--- config.mk ---
export PLATFORM = sky130hd
export DESIGN_NAME = dispatch_issue
export DESIGN_NICKNAME = d
export VERILOG_FILES = /design/src/rtl/issue_pkg.sv /design/src/rtl/credit_counter.sv /design/src/rtl/dispatch_issue.sv
export SDC_FILE = /design/constraint.sdc
export NUM_CORES = 1
export LEC_CHECK = 0
export ABC_AREA = 0
export BUFFER_PORTS_ARGS = -buffer_cell sky130_fd_sc_hd__buf_4
export CORE_MARGIN = 3
export CORE_UTILIZATION = 45
export DETAILED_ROUTE_END_ITERATION = 16
export GPL_TIMING_DRIVEN = 0
export PLACE_DENSITY_LB_ADDON = 0.08
export SLEW_MARGIN = 20
export SYNTH_ARGS = -nofsm -noshare
export SYNTH_HDL_FRONTEND = slang
export SYNTH_HIERARCHICAL = 1
export SYNTH_SLANG_ARGS = --single-unit
--- constraint.sdc ---
create_clock -name clk -period 2.25 [get_ports clk]
set_input_delay 0.225 -clock clk [delete_from_list [all_inputs] [get_ports clk]]
set_output_delay 0.225 -clock clk [all_outputs]
set_load 0.03 [all_outputs]
--- src/rtl/issue_pkg.sv ---
// Shared types and constants for the dispatch-queue issue stage.
package issue_pkg;

  // Instruction word width and the position of the 2-bit functional-unit class field.
  localparam int unsigned DE_instr_width = 32;
  localparam int unsigned FU_LSB         = 6;
  localparam int unsigned FU_W           = 2;

  // One reservation station per functional-unit class.
  localparam int unsigned NUM_FU = 4;

  typedef enum logic [FU_W-1:0] {
    ALU = 2'd0,
    MUL = 2'd1,
    LSU = 2'd2,
    BR  = 2'd3
  } fu_e;

  // One-hot select of the reservation station for a given class.
  function automatic logic [NUM_FU-1:0] fu_onehot(input fu_e c);
    return NUM_FU'(1) << c;
  endfunction

endpackage

--- src/rtl/credit_counter.sv ---
// Per-reservation-station credit counter: tracks free RS entries.
module credit_counter
  import issue_pkg::*;
#(
  parameter int unsigned RS_DEPTH = 4,
  parameter int unsigned CRED_W   = $clog2(RS_DEPTH + 1)
) (
  input  logic              clk,
  input  logic              rst_n,
  input  logic              flush,
  input  logic              inc,
  input  logic              dec,
  output logic [CRED_W-1:0] credit,
  output logic              ovf_c
);

  localparam logic [CRED_W-1:0] FULL = CRED_W'(RS_DEPTH);

  // A return while already full is an overflow; the credit itself saturates.
  always_comb begin
    ovf_c = inc && !dec && !flush && (credit == FULL);
  end

  // Flush refills every RS because the stations are flushed in the same cycle.
  always_ff @(posedge clk) begin
    if (!rst_n) begin
      credit <= FULL;
    end else if (flush) begin
      credit <= FULL;
    end else if (inc && !dec) begin
      if (credit != FULL) begin
        credit <= credit + CRED_W'(1);
      end
    end else if (dec && !inc) begin
      credit <= credit - CRED_W'(1);
    end
  end

endmodule

--- src/rtl/dispatch_issue.sv ---
// In-order, credit-gated issue from the dispatch queue head to the reservation stations.
module dispatch_issue
  import issue_pkg::*;
#(
  parameter int unsigned RS_DEPTH = 4,
  parameter int unsigned CNT_W    = 32,
  parameter int unsigned CRED_W   = $clog2(RS_DEPTH + 1)
) (
  input  logic                       clk,
  input  logic                       rst_n,
  input  logic                       q_empty,
  input  logic [DE_instr_width-1:0]  q_instr,
  output logic                       q_rd_en,
  input  logic                       flush,
  input  logic [NUM_FU-1:0]          rs_credit_ret,
  output logic [NUM_FU-1:0]          iss_valid,
  output logic [DE_instr_width-1:0]  iss_instr,
  output logic [NUM_FU*CRED_W-1:0]   credit,
  output logic [CNT_W-1:0]           stall_cnt,
  output logic                       cred_err
);

  localparam logic [CNT_W-1:0] CNT_MAX = '1;

  fu_e               w_cls;
  logic [CRED_W-1:0] w_head_cred;
  logic              w_issue;
  logic              w_stall;
  logic [NUM_FU-1:0] w_dec;
  logic [NUM_FU-1:0] w_ovf;

  // Decode the head class and look up its RS credit.
  always_comb begin
    w_cls       = fu_e'(q_instr[FU_LSB +: FU_W]);
    w_head_cred = '0;
    for (int i = 0; i < int'(NUM_FU); i++) begin
      if (w_cls == fu_e'(i)) begin
        w_head_cred = credit[i*CRED_W +: CRED_W];
      end
    end
  end

  // Issue only a valid head whose RS has room; reset and flush suppress the pop.
  always_comb begin
    w_issue = !q_empty && (w_head_cred != '0) && !flush && rst_n;
    w_stall = !q_empty && !w_issue && !flush;
    w_dec   = w_issue ? fu_onehot(w_cls) : '0;
    q_rd_en = w_issue;
  end

  for (genvar g = 0; g < int'(NUM_FU); g++) begin : g_cred
    credit_counter #(
      .RS_DEPTH (RS_DEPTH),
      .CRED_W   (CRED_W)
    ) u_credit (
      .clk    (clk),
      .rst_n  (rst_n),
      .flush  (flush),
      .inc    (rs_credit_ret[g]),
      .dec    (w_dec[g]),
      .credit (credit[g*CRED_W +: CRED_W]),
      .ovf_c  (w_ovf[g])
    );
  end

  // Issue register, saturating stall counter and sticky overflow flag.
  always_ff @(posedge clk) begin
    if (!rst_n) begin
      iss_valid <= '0;
      iss_instr <= '0;
      stall_cnt <= '0;
      cred_err  <= 1'b0;
    end else begin
      iss_valid <= w_dec;
      if (w_issue) begin
        iss_instr <= q_instr;
      end
      if (w_stall && (stall_cnt != CNT_MAX)) begin
        stall_cnt <= stall_cnt + CNT_W'(1);
      end
      if (|w_ovf) begin
        cred_err <= 1'b1;
      end
    end
  end

endmodule
After elaboration in Yosys (flattened, before gate mapping)
Cells that the tools add are included.
{ "word_totals": {"output_inout_bits": 82, "word_cells": 97, "regBits": 81, "in_bits": 40} }
{ "op_classes": {"reduce_logical": 45, "eq_ne": 16, "bitwise": 1, "shifts": 1, "n_addsub": 9, "muxes": 17} }
{ "ops": {"columns": ["cell", "n"], "rows": [
  ["two-way mux 3 bit", 16],
  ["adder 32 x 1 -> 32 bit, second input constant", 1],
  ["!= test 32 bit, second input constant", 1],
  ["logical AND 1 bit", 22],
  ["adder 3 x 1 -> 3 bit, second input constant", 4],
  ["equality test 3 bit, second input constant", 4],
  ["!= test 3 bit, second input constant", 4],
  ["subtractor 3 x 1 -> 3 bit, second input constant", 4],
  ["zero test 1 bit", 11],
  ["!= test 2 bit, second input constant", 4],
  ["AND reduction 2 bit", 4],
  ["nonzero test 2 bit", 4],
  ["equality test 2 bit, second input constant", 2],
  ["two-way mux 4 bit", 1],
  ["OR reduction 4 bit", 1],
  ["<< shifter 1 x 2 -> 4 bit, first input constant", 1],
  ["nonzero test 3 bit", 1],
  ["equality test 2 x 1 -> 1 bit, second input constant", 1],
  ["zero test 2 bit", 1],
  ["OR reduction 2 bit", 1],
  ["NOT 1 bit", 1]
]} }

Logic depth before layout (Yosys ltp)
Gate-level depths: netlist of the first run.
{ "logic_depth": {"ltp_word": 15, "mapped_depth": 11, "mapped_depth_nobuf": 8} }

Hierarchy
The synthesis of the first run kept the hierarchy.
{ "by_module_without_submodules": {"columns": ["module", "area_per_inst_um2", "instances", "cells_per_inst"], "rows": [
  ["dispatch_issue", 3114.2, 1, 377],
  ["credit_counter", 221.5, 4, 23]
]} }

Least setup slack after synthesis of the first run
No wires, ideal clock.
{ "synth_path": {"kind": "reg2reg", "startpoint": "register g_cred[0].u_credit.credit[0]", "endpoint": "register g_cred[2].u_credit.credit[2]", "setup_time_ns": 0.079, "stages_incl_launch_ff": 10, "slack_ns": -0.252, "arrival_ns": 2.423, "n_path_buf": 1, "path_cell_list": "dfxtp_1 nor4_1 or4b_1 buf_2 nor2_1 nor2b_4 inv_2 fa_1 mux2_2 o221ai_2"} }
{ "synth_via": {"elab_chain_cells": 13} }
{ "synth_lines": {"columns": ["element", "line", "text"], "rows": [
  ["start, declared", "credit_counter.sv:13", "output logic [CRED_W-1:0] credit,"],
  ["start signal, assigned", "credit_counter.sv:32", "credit <= credit + CRED_W'(1);"],
  ["start signal, assigned", "credit_counter.sv:35", "credit <= credit - CRED_W'(1);"],
  ["two-way mux 3 bit * (4 in a row)", "dispatch_issue.sv:37", "if (w_cls == fu_e'(i)) begin"],
  ["nonzero test 3 bit *", "dispatch_issue.sv:45", "w_issue = !q_empty && (w_head_cred != '0) && !flush && rst_n;"],
  ["logical AND 1 bit * (3 in a row)", "dispatch_issue.sv:45", null],
  ["two-way mux 4 bit *", "dispatch_issue.sv:47", "w_dec = w_issue ? fu_onehot(w_cls) : '0;"],
  ["net w_dec[2]", "dispatch_issue.sv:29", "logic [NUM_FU-1:0] w_dec;"],
  ["zero test 1 bit", "credit_counter.sv:30", "end else if (inc && !dec) begin"],
  ["logical AND 1 bit", "credit_counter.sv:30", null],
  ["!= test 2 bit (no line) / nonzero test 2 bit (equally long branches)", null, null],
  ["AND reduction 2 bit (no line)", null, null],
  ["end signal, assigned", "credit_counter.sv:32", null],
  ["end signal, assigned", "credit_counter.sv:35", null],
  ["end, declared", "credit_counter.sv:13", null]
]} }
The timed path passes the listed nets; every way through them passes the cells marked *.
A chain may end at the register's enable or synchronous reset.

Worst setup path in the final report of the first run
{ "layout_path": {"startpoint": "register g_cred[1].u_credit.credit[0]", "endpoint": "register g_cred[1].u_credit.credit[2]"} }
{ "layout_via": {"elab_chain_cells": 12} }
{ "layout_lines": {"columns": ["element", "line"], "rows": [
  ["start, declared", "credit_counter.sv:13"],
  ["start signal, assigned", "credit_counter.sv:32"],
  ["start signal, assigned", "credit_counter.sv:35"],
  ["two-way mux 3 bit * (3 in a row)", "dispatch_issue.sv:37"],
  ["nonzero test 3 bit *", "dispatch_issue.sv:45"],
  ["logical AND 1 bit * (3 in a row)", "dispatch_issue.sv:45"],
  ["two-way mux 4 bit *", "dispatch_issue.sv:47"],
  ["net w_dec[1]", "dispatch_issue.sv:29"],
  ["zero test 1 bit", "credit_counter.sv:30"],
  ["logical AND 1 bit", "credit_counter.sv:30"],
  ["!= test 2 bit (no line) / nonzero test 2 bit (equally long branches)", null],
  ["AND reduction 2 bit (no line)", null]
]} }
The timed path passes the listed nets; every way through them passes the cells marked *. The select of a mux whose other input is x is not followed.

==> summary.txt, run 1 <==
Cell depth of the worst hold path: 3
Synth Cell Area: 4000 sq um
Run status: finished, violations left
Initial Utilization: 0.475
Clock tree buffer depth: 2
Peak supply drop: 0.351 mV
Vias: 4271
Worst skew pair latency: 350 ps
Most frequent cells in the layout: 161 x buf_4, 88 x nand2_1, 53 x dfxtp_1
GRT overflow: 0
H-tree Lvls: 3
Worst setup margin: -51.2 ps
WP data required: 2530 ps
WS Path Type: reg2reg
Clk sink count: 81
FMAX: 0.435 GHz
Largest net degree at the start of global routing: 16
Post-route ant nets: 0
Finished Layout Cells: 759
FF-to-FF path depth: 9
Die height: 100 um
Final Critical Period: 2300 ps
Critical path endpoint category: flip-flop
DP HPWL: 7970 um
P_leak: 2.56 nW
Wire length per cell: 16.4 um
Count of final max-slew check failures: 0
CP arrival: 2580 ps
Post-layout util: 0.708
Row count: 33
Num ports: 122
Share of cells above drive strength 1: 0.416
Placed cells: 694
Post-synthesis sequential area ratio: 0.405
Crit-path max FO: 4
CTS tree: built
Tot GR Track Use: 0.230
Cell count after synthesis: 469
Clock slew at reported path FFs: 90 ps
Syn Nets: 514
Vias in the first global route: 3886
Worst setup SP type: flip-flop
Die area: 10100 sq um
Iter 0 DRT Violations: 194
#FFs+latches synth: 81
RSZ-0062 raised after global routing: true
Synth Flop Type: dfxtp_1
Port buffer count: 120
Final hold vios: 0
Vias per cell: 5.63
Synth unique cells: 51
Skew final: 11.7 ps
Min-Delay Path Class: in2reg
FILL cells: 652
Asr flop ratio synth: 0
First-pass GRT wire length: 18800 um
Die Width: 100 um
Part of the cycle the worst path needs: 1.02
DRT Wirelength: 12400 um
Core ar.: 8420 sq um
# DRC: 0
Total CTS buffers: 9
Cell Pwr Density: 518 nW/um^2
GP Congestion: 0.835
Synth Area per Inst: 8.53 sq um
Worst Tran Pin Value: 679 ps
Initial antenna violation count: 0
Syn-to-layout area delta: 49.2%
Max cap viols: 0
# diodes: 0
Relative slew slack: 0.546
Post-layout nets: 694
Syn. warnings: 6
DRT Pass-1 Iters: 5
CTS Hold Bufs: 0
Clock root buffer master: clkbuf_8
Number of flops mapped to enable cells by yosys: 0
Final setup viols: 4
Failing checks: setup timing
Commonest non-fill, non-tap cell in the layout: buf_4
[state kept, by name, indices dropped and copies added, names as in the netlist]
signal,flops
cred_err,1
g_cred.u_credit/credit,12
iss_instr,32
iss_valid,4
stall_cnt,32
[area by class of cell]
type                            instances  area [sq um]  share of cell area
Timing Repair Buffer                  169          1340               0.225
Sequential cell                        81          1690               0.283
Clock inverter                          5          78.8              0.0132
Inverter                               16          67.6              0.0113
Clock buffer                           11           131              0.0220
Tap cell                              105           131              0.0220
Buffer                                 22           168              0.0281
Multi-Input combinational cell        350          2350               0.395
[cell usage after synthesis (5+ instances only)]
master	instances	area share
or4_1	16	0.030
nor2b_1	8	0.013
o21ai_1	5	0.0063
mux2i_1	8	0.020
o31ai_1	16	0.030
nand2b_1	20	0.031
nor4_1	14	0.022
buf_2	5	0.0063
nor2_1	19	0.018
nand3_1	41	0.051
nand2_1	88	0.083
inv_2	5	0.0047
dfxtp_1	81	0.41
nand4_1	13	0.020
nor3_1	7	0.0088
clkbuf_1	12	0.011
a21oi_1	20	0.025
o21ai_0	6	0.0075
inv_1	11	0.010
[what timing repair did]
item                                    CTS  global route
gates resized for setup                  31            39
pin swaps                                 4            15
cloned                                    0             4
setup buffers                            21            26
endpoints found under the setup margin   62            35
[layer usage]
metal | up-vias | wire length (um) | GRT usage | part of all wire
met1 | 2002 | 5300 | 0.305 | 0.43
met4 | 0 | 215 | 0.0591 | 0.017
li1 | 2068 | - | - | -
met2 | 178 | 5940 | 0.366 | 0.48
met3 | 23 | 979 | 0.0681 | 0.079
met5 | - | 0 | 0 | 0
[power breakdown]
part           leakage [nW]  internal, W  switching [W]  total [W]
combinational          1.79     0.000182       0.000252   0.000435
sequential            0.673      0.00146      0.0000244    0.00148
clock                 0.104     0.000626       0.000548    0.00117
[stage by stage]
stage	setup TNS (ps)	area (sq um)	worst slack, ps	hold slack [ps]	power [W]
detailed placement	-11790	5080	-415	412	0.00192
global placement	-9690	5080	-388	408	0.00191
global route	-1190	5970	-127	45.3	0.00321
floorplan	-5.61	4050	-5.61	324	0.00174
CTS	-109	5570	-69.8	44.0	0.00309
finish	-104	5970	-51.2	55.0	0.00309
[worst max-delay path: stages, from the launching register on]
cell and delay [ps]:
dfxtp_4 370, or4_4 530, nand4_4 120, buf_6 120
nor2_2 60, nor2b_4 130, inv_2 70, fa_2 410
mux2_2 290, o221ai_2 150
[cells by family (layout without fill, tap and decap cells)]
family,count (synthesis),after routing,synth area share
simple gates,253,254,0.345
flops,81,81,0.405
compound gates,75,75,0.139
buf+inv,39,223,0.0475
mux,12,12,0.0313
fa+ha+maj,5,5,0.0231
xor+xnor,4,4,0.00876
[worst paths after layout]
kind	startpoint	to	slack, ps
setup reg to reg	g_cred[1].u_credit/credit[0]$_SDFFE_PP0P_	g_cred[1].u_credit/credit[2]$_SDFFE_PP1P_	-50
setup / recovery	g_cred[1].u_credit/credit[0]$_SDFFE_PP0P_	g_cred[1].u_credit/credit[2]$_SDFFE_PP1P_	-50
hold / removal	q_instr[9]	iss_instr[9]$_SDFFE_PN0N_	60
hold reg to reg	iss_instr[3]$_SDFFE_PN0N_	iss_instr[3]$_SDFFE_PN0N_	460
Power figures use the tool's default switching activity.
==> run 2, diff against run 1 <==
--- a/config.mk
+++ b/config.mk
@@ -5,13 +5,14 @@
 export SDC_FILE = /design/constraint.sdc
 export NUM_CORES = 1
 export LEC_CHECK = 0
-export ABC_AREA = 0
+export ABC_AREA = 1
 export BUFFER_PORTS_ARGS = -buffer_cell sky130_fd_sc_hd__buf_4
 export CORE_MARGIN = 3
 export CORE_UTILIZATION = 45
 export DETAILED_ROUTE_END_ITERATION = 16
 export GPL_TIMING_DRIVEN = 0
 export PLACE_DENSITY_LB_ADDON = 0.08
+export RECOVER_POWER = 100
 export SLEW_MARGIN = 20
 export SYNTH_ARGS = -nofsm -noshare
 export SYNTH_HDL_FRONTEND = slang
==> run 2 against run 1 <==
  * The flow now finishes without violations
  * Synthesized cell count grew 40%
  * Wire length shrank 0.80%
  * Fmax grew 5.5%
  * Area after synthesis grew 11%
  * Critical path type unchanged
  * Largest cell class unchanged
  * Highest routed layer unchanged
==> summary.txt, run 2 <==
Post-route ant nets: 0
Finished Layout Cells: 926
Part of the cycle the worst path needs: 0.969
Final Cell Area: 5660 sq um
Vias in the first global route: 4420
Critical path endpoint category: flip-flop
Clock root buffer master: clkbuf_8
Tot GR Track Use: 0.223
Crit-path max FO: 4
Count of final max-slew check failures: 0
Row count: 35
Met2 Track Usage GR: 0.383
Initial Utilization: 0.473
Post-synthesis sequential area ratio: 0.364
Number of flops mapped to enable cells by yosys: 0
Num ports: 122
Clock slew at reported path FFs: 90 ps
Placed cell areas: 5540 sq um
Run status: finished, final reports clean
Skew final: 11.7 ps
Synth Flop Type: dfxtp_1
Wire length per cell: 13.3 um
WS Path Type: reg2reg
Max cap viols: 0
Synth area leaders: dfxtp_1 36%, nand2_1 21%, nor2_1 6.6%
Min-Delay Path Class: in2reg
Largest net degree at the start of global routing: 16
WP data required: 2510 ps
FMAX: 0.459 GHz
Largest registers: iss_instr (32), stall_cnt (32), g_cred.u_credit/credit (12)
Storage cell area: 1670 sq um
Post-layout nets: 837
Share of cells above drive strength 1: 0.222
GR Util met1: 0.269
Core ar.: 9420 sq um
Syn Nets: 701
Placed cells: 906
FILL cells: 914
Asr flop ratio synth: 0
Synth unique cells: 32
Cell Pwr Density: 520 nW/um^2
Peak supply drop: 0.329 mV
GRT met3 Usage: 0.0618
Relative slew slack: 0.488
Syn-to-layout area delta: 27.1%
Iter 0 DRT Violations: 182
Initial antenna violation count: 0
GRT busiest layer: met2
Share of the synthesized area in the top cell type: 0.364
GP Congestion: 0.939
Commonest cells in the netlist: 250 x nand2_1, 81 x dfxtp_1, 78 x nor2_1
First-pass GRT wire length: 20600 um
Area of the multi-input gates: 2550 sq um
Worst setup SP type: flip-flop
Worst Hold Margin: 54.8 ps
Clock tree buffer depth: 2
P_leak: 2.54 nW
Die height: 105 um
#FFs+latches synth: 81
Total CTS buffers: 9
Most frequent cells in the layout: 248 x nand2_1, 76 x buf_4, 75 x nor2_1
Synth Area per Inst: 6.79 sq um
# diodes: 0
DRT Wirelength: 12300 um
CTS tree: built
Port buffer count: 121
Worst skew pair latency: 360 ps
# DRC: 0
Most common cell in the netlist: nand2_1
GRT overflow: 0
Final Critical Period: 2180 ps
CP arrival: 2440 ps
Final setup viols: 0
RSZ-0062 raised after global routing: true
Final hold vios: 0
Vias per cell: 4.96
Final Power: 0.00294 W
Clk sink count: 81
Commonest non-fill, non-tap cell in the layout: nand2_1
Post-layout util: 0.601
DRT Pass-1 Iters: 6
Die Width: 105 um
H-tree Lvls: 3
DP HPWL: 9400 um
Dominant cell type by area after synthesis: dfxtp_1
Syn. warnings: 6
Synth Cell Area: 4450 sq um
Cell count after synthesis: 656
Die area: 11100 sq um
Worst Tran Pin Value: 768 ps
Vias: 4590
[run 2: timing repair]
action	4_1_cts	5_1_grt
pin swaps	1	1
setup buffers	3	1
gates resized for setup	17	14
setup endpoints to repair	9	34
hold buffers	0	0
[run 2: worst max-delay path, cell delays in order (launching register included)]
cell,delay [ps]
dfxtp_4,370
nor2_1,50
nand2_1,70
nand2_1,90
nand2_2,90
nand3_4,100
buf_6,150
nor2_2,90
nand2_1,90
inv_2,80
inv_2,40
nand2_4,80
nor3_1,60
or4_4,520
o21ai_2,140
inv_1,40
[run 2: power by group]
part           switching (W)  internal, W
Clock               0.000579     0.000522
Sequential         0.0000235      0.00146
Combinational       0.000233     0.000124
[run 2: routing by layer]
metal  part of all wire  wire [um]
met1               0.41       5120
met5                  0          0
met4              0.023        283
met3              0.070        861
met2               0.49       6070
[run 2: final cells by class]
cell class              instances  share of cell area
multi-input cells             503               0.450
plain buffers                  18              0.0210
clock buffers                   9              0.0219
inverters                      54              0.0385
flip-flops and latches         81               0.294
well taps                     129              0.0285
clock inverters                 7              0.0137
repair buffers                125               0.132
[run 2: final timing paths]
path	start	endpoint	slack, ps	cells after the start
hold reg to reg	iss_instr[29]$_SDFFE_PN0N_	iss_instr[29]$_SDFFE_PN0N_	460	2
hold / removal	q_instr[13]	iss_instr[13]$_SDFFE_PN0N_	50	3
setup / recovery	g_cred[1].u_credit/credit[1]$_SDFFE_PP0P_	cred_err$_SDFFE_PN0P_	70	15
setup reg to reg	g_cred[1].u_credit/credit[1]$_SDFFE_PP0P_	cred_err$_SDFFE_PN0P_	70	15
[run 2: through the flow]
step | setup WS (ps) | setup TNS, ps
floorplan | 23.3 | 0
global placement | -336 | -966
detailed placement | -361 | -1310
CTS | 27.8 | 0
global route | -79.2 | -119
finish | 69.2 | 0
[run 2: cell families (layout without fill, tap and decap cells)]
group           after synthesis  after routing  synth area share
fa+ha+maj                     5              5            0.0208
flops                        81             81             0.364
compound gates               43             43            0.0615
simple gates                441            441             0.453
buf+inv                      72            213            0.0730
xor+xnor                     14             14            0.0275
